## src/rtl/cpu_types_pkg.sv

```systemverilog
// Shared MIPS encodings plus the state and instruction-class types used by the
// multicycle control unit and its decoder.
package cpu_types_pkg;

    typedef enum logic [5:0] {
        OP_RTYPE = 6'h00, OP_J     = 6'h02, OP_JAL   = 6'h03, OP_BEQ   = 6'h04,
        OP_BNE   = 6'h05, OP_ADDI  = 6'h08, OP_ADDIU = 6'h09, OP_SLTI  = 6'h0A,
        OP_SLTIU = 6'h0B, OP_ANDI  = 6'h0C, OP_ORI   = 6'h0D, OP_XORI  = 6'h0E,
        OP_LUI   = 6'h0F, OP_LW    = 6'h23, OP_SW    = 6'h2B, OP_HALT  = 6'h3F
    } opcode_t;

    typedef enum logic [5:0] {
        FN_SLL  = 6'h00, FN_SRL  = 6'h02, FN_JR   = 6'h08, FN_ADD  = 6'h20,
        FN_ADDU = 6'h21, FN_SUB  = 6'h22, FN_SUBU = 6'h23, FN_AND  = 6'h24,
        FN_OR   = 6'h25, FN_XOR  = 6'h26, FN_NOR  = 6'h27, FN_SLT  = 6'h2A,
        FN_SLTU = 6'h2B
    } funct_t;

    typedef enum logic [3:0] {
        ALU_ADD, ALU_SUB, ALU_AND, ALU_OR, ALU_XOR,
        ALU_NOR, ALU_SLT, ALU_SLTU, ALU_SLL, ALU_SRL
    } aluop_t;

    typedef enum logic [3:0] {
        IDLE, FETCH, DECODE, EXEC, ADDR, MEM, WB, BRANCH, JUMP, HALTED
    } mc_state_t;

    typedef enum logic [3:0] {
        CLS_ILLEGAL, CLS_ALU_R, CLS_ALU_I, CLS_JR, CLS_LW, CLS_SW,
        CLS_BRANCH, CLS_J, CLS_JAL, CLS_LUI, CLS_HALT
    } instr_class_t;

    // Second ALU operand: sign/zero-extended immediate, register Rt, or shamt.
    localparam logic [1:0] SRC_IMM   = 2'b00;
    localparam logic [1:0] SRC_RT    = 2'b01;
    localparam logic [1:0] SRC_SHAMT = 2'b10;

    localparam logic [1:0] REGDST_RT  = 2'b00;
    localparam logic [1:0] REGDST_RD  = 2'b01;
    localparam logic [1:0] REGDST_R31 = 2'b10;

    localparam logic [1:0] JSEL_SEQ  = 2'b00;
    localparam logic [1:0] JSEL_REG  = 2'b01;
    localparam logic [1:0] JSEL_JUMP = 2'b10;

endpackage

```

## src/rtl/mc_decode.sv

```systemverilog
// Combinational instruction decoder: classifies the latched instruction and
// derives the ALU operation, operand select and extension mode.
module mc_decode
    import cpu_types_pkg::*;
(
    input  logic [5:0]   opcode,
    input  logic [5:0]   funct,
    output instr_class_t cls,
    output aluop_t       alu_op,
    output logic         ext_op,
    output logic [1:0]   alu_src,
    output logic         illegal
);

    always_comb begin
        // NOTE: every combinational output is given a default first so that no
        // path through the case statements can infer a latch.
        cls     = CLS_ILLEGAL;
        alu_op  = ALU_ADD;
        ext_op  = 1'b0;
        alu_src = SRC_RT;

        case (opcode)
            OP_RTYPE: begin
                cls = CLS_ALU_R;
                case (funct)
                    FN_SLL:          begin alu_op = ALU_SLL; alu_src = SRC_SHAMT; end
                    FN_SRL:          begin alu_op = ALU_SRL; alu_src = SRC_SHAMT; end
                    FN_JR:           cls = CLS_JR;
                    FN_ADD, FN_ADDU: alu_op = ALU_ADD;
                    FN_SUB, FN_SUBU: alu_op = ALU_SUB;
                    FN_AND:          alu_op = ALU_AND;
                    FN_OR:           alu_op = ALU_OR;
                    FN_XOR:          alu_op = ALU_XOR;
                    FN_NOR:          alu_op = ALU_NOR;
                    FN_SLT:          alu_op = ALU_SLT;
                    FN_SLTU:         alu_op = ALU_SLTU;
                    default:         cls = CLS_ILLEGAL;
                endcase
            end
            OP_ADDI, OP_ADDIU: begin cls = CLS_ALU_I; alu_op = ALU_ADD;  ext_op = 1'b1; alu_src = SRC_IMM; end
            OP_SLTI:           begin cls = CLS_ALU_I; alu_op = ALU_SLT;  ext_op = 1'b1; alu_src = SRC_IMM; end
            OP_SLTIU:          begin cls = CLS_ALU_I; alu_op = ALU_SLTU; ext_op = 1'b1; alu_src = SRC_IMM; end
            OP_ANDI:           begin cls = CLS_ALU_I; alu_op = ALU_AND;  alu_src = SRC_IMM; end
            OP_ORI:            begin cls = CLS_ALU_I; alu_op = ALU_OR;   alu_src = SRC_IMM; end
            OP_XORI:           begin cls = CLS_ALU_I; alu_op = ALU_XOR;  alu_src = SRC_IMM; end
            OP_LW:             begin cls = CLS_LW;    ext_op = 1'b1; alu_src = SRC_IMM; end
            OP_SW:             begin cls = CLS_SW;    ext_op = 1'b1; alu_src = SRC_IMM; end
            OP_BEQ, OP_BNE:    begin cls = CLS_BRANCH; alu_op = ALU_SUB; end
            OP_J:              cls = CLS_J;
            OP_JAL:            cls = CLS_JAL;
            OP_LUI:            cls = CLS_LUI;
            OP_HALT:           cls = CLS_HALT;
            default:           cls = CLS_ILLEGAL;
        endcase

        illegal = (cls == CLS_ILLEGAL);
    end

endmodule

```

## src/rtl/multicycle_control.sv

```systemverilog
// Multicycle MIPS control FSM: sequences one instruction per pass through
// FETCH/DECODE/... on a shared memory port, with watchdog and retire counter.
module multicycle_control
    import cpu_types_pkg::*;
#(
    parameter int DATA_W    = 32,
    parameter int CNT_W     = 32,
    parameter int TIMEOUT_W = 8
) (
    input  logic              CLK,
    input  logic              nRST,
    input  logic [DATA_W-1:0] imemload,
    input  logic              ihit,
    input  logic              dhit,
    input  logic              zero,
    output logic              iREN,
    output logic              dREN,
    output logic              dWEN,
    output logic              PCWrite,
    output logic              RegWr,
    output logic [1:0]        RegDst,
    output logic [1:0]        ALUsrc,
    output aluop_t            alu_op,
    output logic              ExtOp,
    output logic              MemToReg,
    output logic              LUI,
    output logic              JAL,
    output logic              PCsrc,
    output logic [1:0]        JumpSel,
    output logic [4:0]        Rs,
    output logic [4:0]        Rt,
    output logic [4:0]        Rd,
    output logic [15:0]       imm16,
    output logic [DATA_W-1:0] shamt,
    output logic [CNT_W-1:0]  retired,
    output logic              halt,
    output logic              err
);

    // A zero-width watchdog is kept as a 1-bit counter whose expiry is masked.
    localparam int WD_W = (TIMEOUT_W > 0) ? TIMEOUT_W : 1;
    localparam logic [WD_W-1:0] WD_LAST = WD_W'((1 << WD_W) - 2);

    mc_state_t         state_q, state_d;
    logic [DATA_W-1:0] ir_q, ir_d;
    logic [WD_W-1:0]   wd_q, wd_d;
    logic [CNT_W-1:0]  retired_q, retired_d;
    logic              err_q, err_d;

    instr_class_t cls;
    aluop_t       dec_alu_op;
    logic         dec_ext_op;
    logic [1:0]   dec_alu_src;
    logic         dec_illegal;
    logic         is_lw, is_beq, wd_expired, retire;

    mc_decode u_decode (
        .opcode  (ir_q[31:26]),
        .funct   (ir_q[5:0]),
        .cls     (cls),
        .alu_op  (dec_alu_op),
        .ext_op  (dec_ext_op),
        .alu_src (dec_alu_src),
        .illegal (dec_illegal)
    );

    assign is_lw      = (cls == CLS_LW);
    assign is_beq     = (ir_q[31:26] == OP_BEQ);
    assign wd_expired = (TIMEOUT_W != 0) && (wd_q == WD_LAST);

    always_comb begin
        state_d   = state_q;
        ir_d      = ir_q;
        wd_d      = wd_q;
        retired_d = retired_q;
        err_d     = err_q;
        retire    = 1'b0;
        iREN      = 1'b0;
        dREN      = 1'b0;
        dWEN      = 1'b0;
        PCWrite   = 1'b0;
        RegWr     = 1'b0;
        RegDst    = REGDST_RT;
        ALUsrc    = SRC_IMM;
        alu_op    = ALU_ADD;
        ExtOp     = 1'b0;
        MemToReg  = 1'b0;
        LUI       = 1'b0;
        JAL       = 1'b0;
        PCsrc     = 1'b0;
        JumpSel   = JSEL_SEQ;

        case (state_q)
            IDLE: state_d = FETCH;
            FETCH: begin
                iREN = 1'b1;
                if (ihit) begin
                    ir_d    = imemload;
                    PCWrite = 1'b1;
                    state_d = DECODE;
                end else if (wd_expired) begin
                    state_d = HALTED;
                    err_d   = 1'b1;
                end else begin
                    wd_d = wd_q + WD_W'(1);
                end
            end
            DECODE: begin
                err_d = err_q | dec_illegal;
                case (cls)
                    CLS_ALU_R, CLS_ALU_I:     state_d = EXEC;
                    CLS_JR, CLS_J, CLS_JAL:   state_d = JUMP;
                    CLS_LW, CLS_SW:           state_d = ADDR;
                    CLS_BRANCH:               state_d = BRANCH;
                    CLS_LUI:                  state_d = WB;
                    default:                  state_d = HALTED;
                endcase
            end
            EXEC: begin
                ALUsrc  = dec_alu_src;
                alu_op  = dec_alu_op;
                ExtOp   = dec_ext_op;
                state_d = WB;
            end
            ADDR: begin
                ALUsrc  = SRC_IMM;
                ExtOp   = 1'b1;
                alu_op  = ALU_ADD;
                state_d = MEM;
            end
            MEM: begin
                dREN = is_lw;
                dWEN = !is_lw;
                if (dhit) begin
                    state_d = is_lw ? WB : FETCH;
                    retire  = !is_lw;
                end else if (wd_expired) begin
                    state_d = HALTED;
                    err_d   = 1'b1;
                end else begin
                    wd_d = wd_q + WD_W'(1);
                end
            end
            WB: begin
                RegWr    = 1'b1;
                RegDst   = (cls == CLS_ALU_R) ? REGDST_RD : REGDST_RT;
                LUI      = (cls == CLS_LUI);
                MemToReg = is_lw;
                retire   = 1'b1;
                state_d  = FETCH;
            end
            BRANCH: begin
                ALUsrc  = SRC_RT;
                alu_op  = ALU_SUB;
                PCsrc   = is_beq ? zero : !zero;
                PCWrite = 1'b1;
                retire  = 1'b1;
                state_d = FETCH;
            end
            JUMP: begin
                PCWrite = 1'b1;
                JumpSel = (cls == CLS_JR) ? JSEL_REG : JSEL_JUMP;
                if (cls == CLS_JAL) begin
                    RegWr  = 1'b1;
                    RegDst = REGDST_R31;
                    JAL    = 1'b1;
                end
                retire  = 1'b1;
                state_d = FETCH;
            end
            HALTED:  state_d = HALTED;
            default: state_d = IDLE;
        endcase

        // Each wait phase gets a fresh watchdog budget.
        if ((state_d != state_q) && (state_d == FETCH || state_d == MEM)) begin
            wd_d = '0;
        end
        if (retire) begin
            retired_d = retired_q + CNT_W'(1);
        end
    end

    always_ff @(posedge CLK or negedge nRST) begin
        // NOTE: sequential state uses non-blocking assignments only; the IR is a
        // plain register and is cleared on reset like every other flop here.
        if (!nRST) begin
            state_q   <= IDLE;
            ir_q      <= '0;
            wd_q      <= '0;
            retired_q <= '0;
            err_q     <= 1'b0;
        end else begin
            state_q   <= state_d;
            ir_q      <= ir_d;
            wd_q      <= wd_d;
            retired_q <= retired_d;
            err_q     <= err_d;
        end
    end

    assign Rs      = ir_q[25:21];
    assign Rt      = ir_q[20:16];
    assign Rd      = ir_q[15:11];
    assign imm16   = ir_q[15:0];
    assign shamt   = {{(DATA_W-5){1'b0}}, ir_q[10:6]};
    assign retired = retired_q;
    assign halt    = (state_q == HALTED);
    assign err     = err_q;

endmodule
```

## config.mk

```make
export PLATFORM = sky130hd
export DESIGN_NAME = multicycle_control
export DESIGN_NICKNAME = d
export VERILOG_FILES = /design/src/rtl/cpu_types_pkg.sv /design/src/rtl/mc_decode.sv /design/src/rtl/multicycle_control.sv
export SDC_FILE = /design/constraint.sdc
export NUM_CORES = 1
export LEC_CHECK = 0
export CORE_MARGIN = 3
export CORE_UTILIZATION = 48
export CTS_CLUSTER_SIZE = 25
export DETAILED_ROUTE_END_ITERATION = 8
export HOLD_SLACK_MARGIN = 0.02
export MAX_ROUTING_LAYER = met4
export PLACE_DENSITY = 0.86
export SETUP_SLACK_MARGIN = 0.05
export SLEW_MARGIN = 20
export SYNTH_ARGS = -nofsm -noshare
export SYNTH_HDL_FRONTEND = slang
export SYNTH_SLANG_ARGS = --single-unit
```

## constraint.sdc

```tcl
create_clock -name CLK -period 3.6 [get_ports CLK]
set_clock_uncertainty 0.05 [all_clocks]
set_input_delay 0.36 -clock CLK [delete_from_list [all_inputs] [get_ports CLK]]
set_output_delay 0.36 -clock CLK [all_outputs]
set_load 0.01 [all_outputs]
```

==> impl_metrics.toml, run 1 <==
[clock_tree]
cts_hold_buf = 0
cts.path.max_buffers = 2
clock-root-buffer = "clkbuf_8"
cts.htree.levels = 3
clock-sinks = 77
insertion_delay_ns = 0.35
tritoncts = "built"
numCtsBuffers = 9
clk_pin_slew_worst_paths_ns = 0.08

[sta]
hold-worst-slack_ns = 0.114
rsz0062_at_grt = "true"
setup_slack_ns = 0.176
hold_violations = 0
drv_slew = 0
finalSetupViolCount = 0
tightest_slew_ns = 0.953
max_freq_mhz = 292
final.period_utilization_pct = 95.1
final.min_clock_period_ns = 3.42
fin_tns_setup_ns = 0
relSlewSlack_pct = 36.5

[critical_path]
cp.arrival_ns = 3.01
critical_path.max_fanout = 17
critPathKind = "register to output pin"
endpoint_kind = "output pin"
reg2reg_from = "ir_q[28]"
crit_start = "ir_q[26]"
worstPathRequired_ns = 3.19
cp-start-kind = "register"

[floorplan]
core-area_mm2 = 0.00986
dieArea_mm2 = 0.0115
num_rows = 36
chipHeight_um = 107
ioPinCount = 154
initial_core_util_pct = 49.9
die_w_um = 107

[synth]
ys_async_sr_fraction_pct = 100
ys_ff_latch = 77
ys_top_cells_by_area = "dfrtp_1 39%, buf_4 9.6%, mux2_2 7.8%, xnor2_1 5.7%, nand3_1 2.7%"
ys_seq_area_share_pct = 39.1
ys_warn_count = 0
yosysMostFrequentCell = "dfrtp_1"
synthFlopType = "dfrtp_1"
syn_inst = 508
netlist_area_mm2 = 0.00492
synth_common_cells = "77 x dfrtp_1, 63 x buf_4, 34 x mux2_2"
yosys.area.top_type_share_pct = 39.1
synth_top_area_cell = "dfrtp_1"
ys_types = 63
synth-edff-count = 0
synth.avg_cell_area_um2 = 9.69

[place]
gp_congestion = 0.946
dp_cells = 707
hpwlAfterDp_mm = 8.36
port_buffers = 126
dp_slack_ns = 0.343

[drt]
drt_iter0_drc = 175
drcViolationCount = 0
via_count = 3989
viasPerCell = 5.52
ant_nets = 0
wire_per_inst_um = 16.0
wl_mm = 11.6
firstDrtPassIters = 5

[pwr]
ir_drop_mv = 0.389
leakagePower_nw = 2.53
power.density_mw_per_mm2 = 725

[global_routing]
grt_use_met1_pct = 25.7
grt_remaining_overflow = 0
globalRouteMet2Util_pct = 33.5
antenna_found_initial = 0
top_usage_layer = "met2"
grt_use_met3_pct = 3.78
grt_usage_pct = 20.5
grt_pass1_vias = 3773
grt_max_degree = 78
grt_first_pass_wirelength_mm = 18.5

[final_layout]
num_antenna_cells = 0
drive_gt1_share_pct = 13.1
fin_cells = 723
syn_to_final_growth_pct = 24.3
fin_nets = 630

[run_status]
status = "complete, no violations"

[run]
max_cap_violations = 0

[hold_path]
min_path_type = "primary input to asynchronous set/reset pin"
[kinds of logic after synthesis]
group	Yosys count	share of synthesized area, %
flops	77	39.1
xor+xnor	43	7.65
compound gates	55	8.49
buf+inv	105	13.2
mux	35	7.98
fa+ha+maj	8	2.03
other cells	1	0.0761
simple gates	184	21.4
[flip-flops by register name, indices dropped and copies added (netlist names)]
register / cells
state_q: 4
wd_q: 8
err: 1
retired: 32
ir_q: 32
[layout by cell type (no fill, tap or decap), drive strengths merged, types with 4 or more instances in the layout]
master / instances
ha: 8
inv: 14
buf: 7
dfrtp: 77
a31oi: 4
or4: 5
xnor2: 32
and4: 6
clkbuf: 10
nand2b: 8
and2: 6
nor2: 20
nand4: 20
conb: 27
nand2: 28
o2bb2ai: 8
clkdlybuf4s50: 125
nor4: 8
and3: 21
xor2: 11
a21oi: 9
nand3: 27
mux2: 34
o21ai: 10
nor3: 12
nand3b: 5
[metrics by stage]
stage	cell area, um^2	utilization [%]	total power [mW]
after floorplan	5020	-	3.14
after global placement	5890	59.7	3.63
after detailed placement	5890	59.7	3.74
after CTS	6100	61.8	4.44
after global routing	6120	62.0	4.74
final	6120	62.0	4.44
[worst max-delay path, stage by stage (launching register included)]
cell and delay [ns]:
dfrtp_1 0.41, buf_4 0.21, or4_1 0.54, o211ai_1 0.13, a32oi_2 0.17, inv_1 0.15
ha_1 0.24, and2_1 0.17, and2_1 0.12, clkdlybuf4s50_1 0.53
[power breakdown]
part | internal (mW) | switching (mW)
clock | 0.344 | 0.334
sequential | 1.12 | 0.363
combinational | 1.16 | 1.12
[final timing paths]
check                              end  slack, ns  depth (start not counted)
min in group CLK           retired[28]       0.44                          1
max                                LUI       0.18                          9
max in group asynchronous     ir_q[31]       2.71                          1
max reg2reg                    wd_q[3]       0.41                          9
min reg2reg                retired[28]       0.44                          1
min                           ir_q[20]       0.11                          1
[routing by layer]
layer | vias up | wire, um
met5 | - | 0
met4 | 0 | 227
met3 | 25 | 831
met2 | 169 | 5730
met1 | 1926 | 4810
li1 | 1869 | -
[what timing repair did]
| item | CTS | global route |
|---|---|---|
| buffers inserted | 0 | 0 |
| endpoints found under the setup margin | 1 | 3 |
| gates resized for setup | 1 | 5 |
| pin swaps | 0 | 0 |
[cell type report]
class	count	area, um^2
fillers	813	3740
multi-input cells	352	2470
flip-flops and latches	77	1930
repair buffers	132	1300
well taps	133	166
clock buffers	10	138
clock inverters	6	70.1
inverters	13	48.8
No activity file was read; power rests on OpenSTA's default activity.
==> run 2: changes to the inputs <==
- CTS_CLUSTER_DIAMETER: unset -> 60
- SLEW_MARGIN: 20 -> unset
==> results of run 2 <==
Same layout as run 1: the final DEF is identical, and so are final timing and power.
==> run 3: changes to the inputs <==
- SKIP_CTS_REPAIR_TIMING: unset -> 1
==> results of run 3 <==
Same layout as run 1: the final DEF is identical, and so are final timing and power.
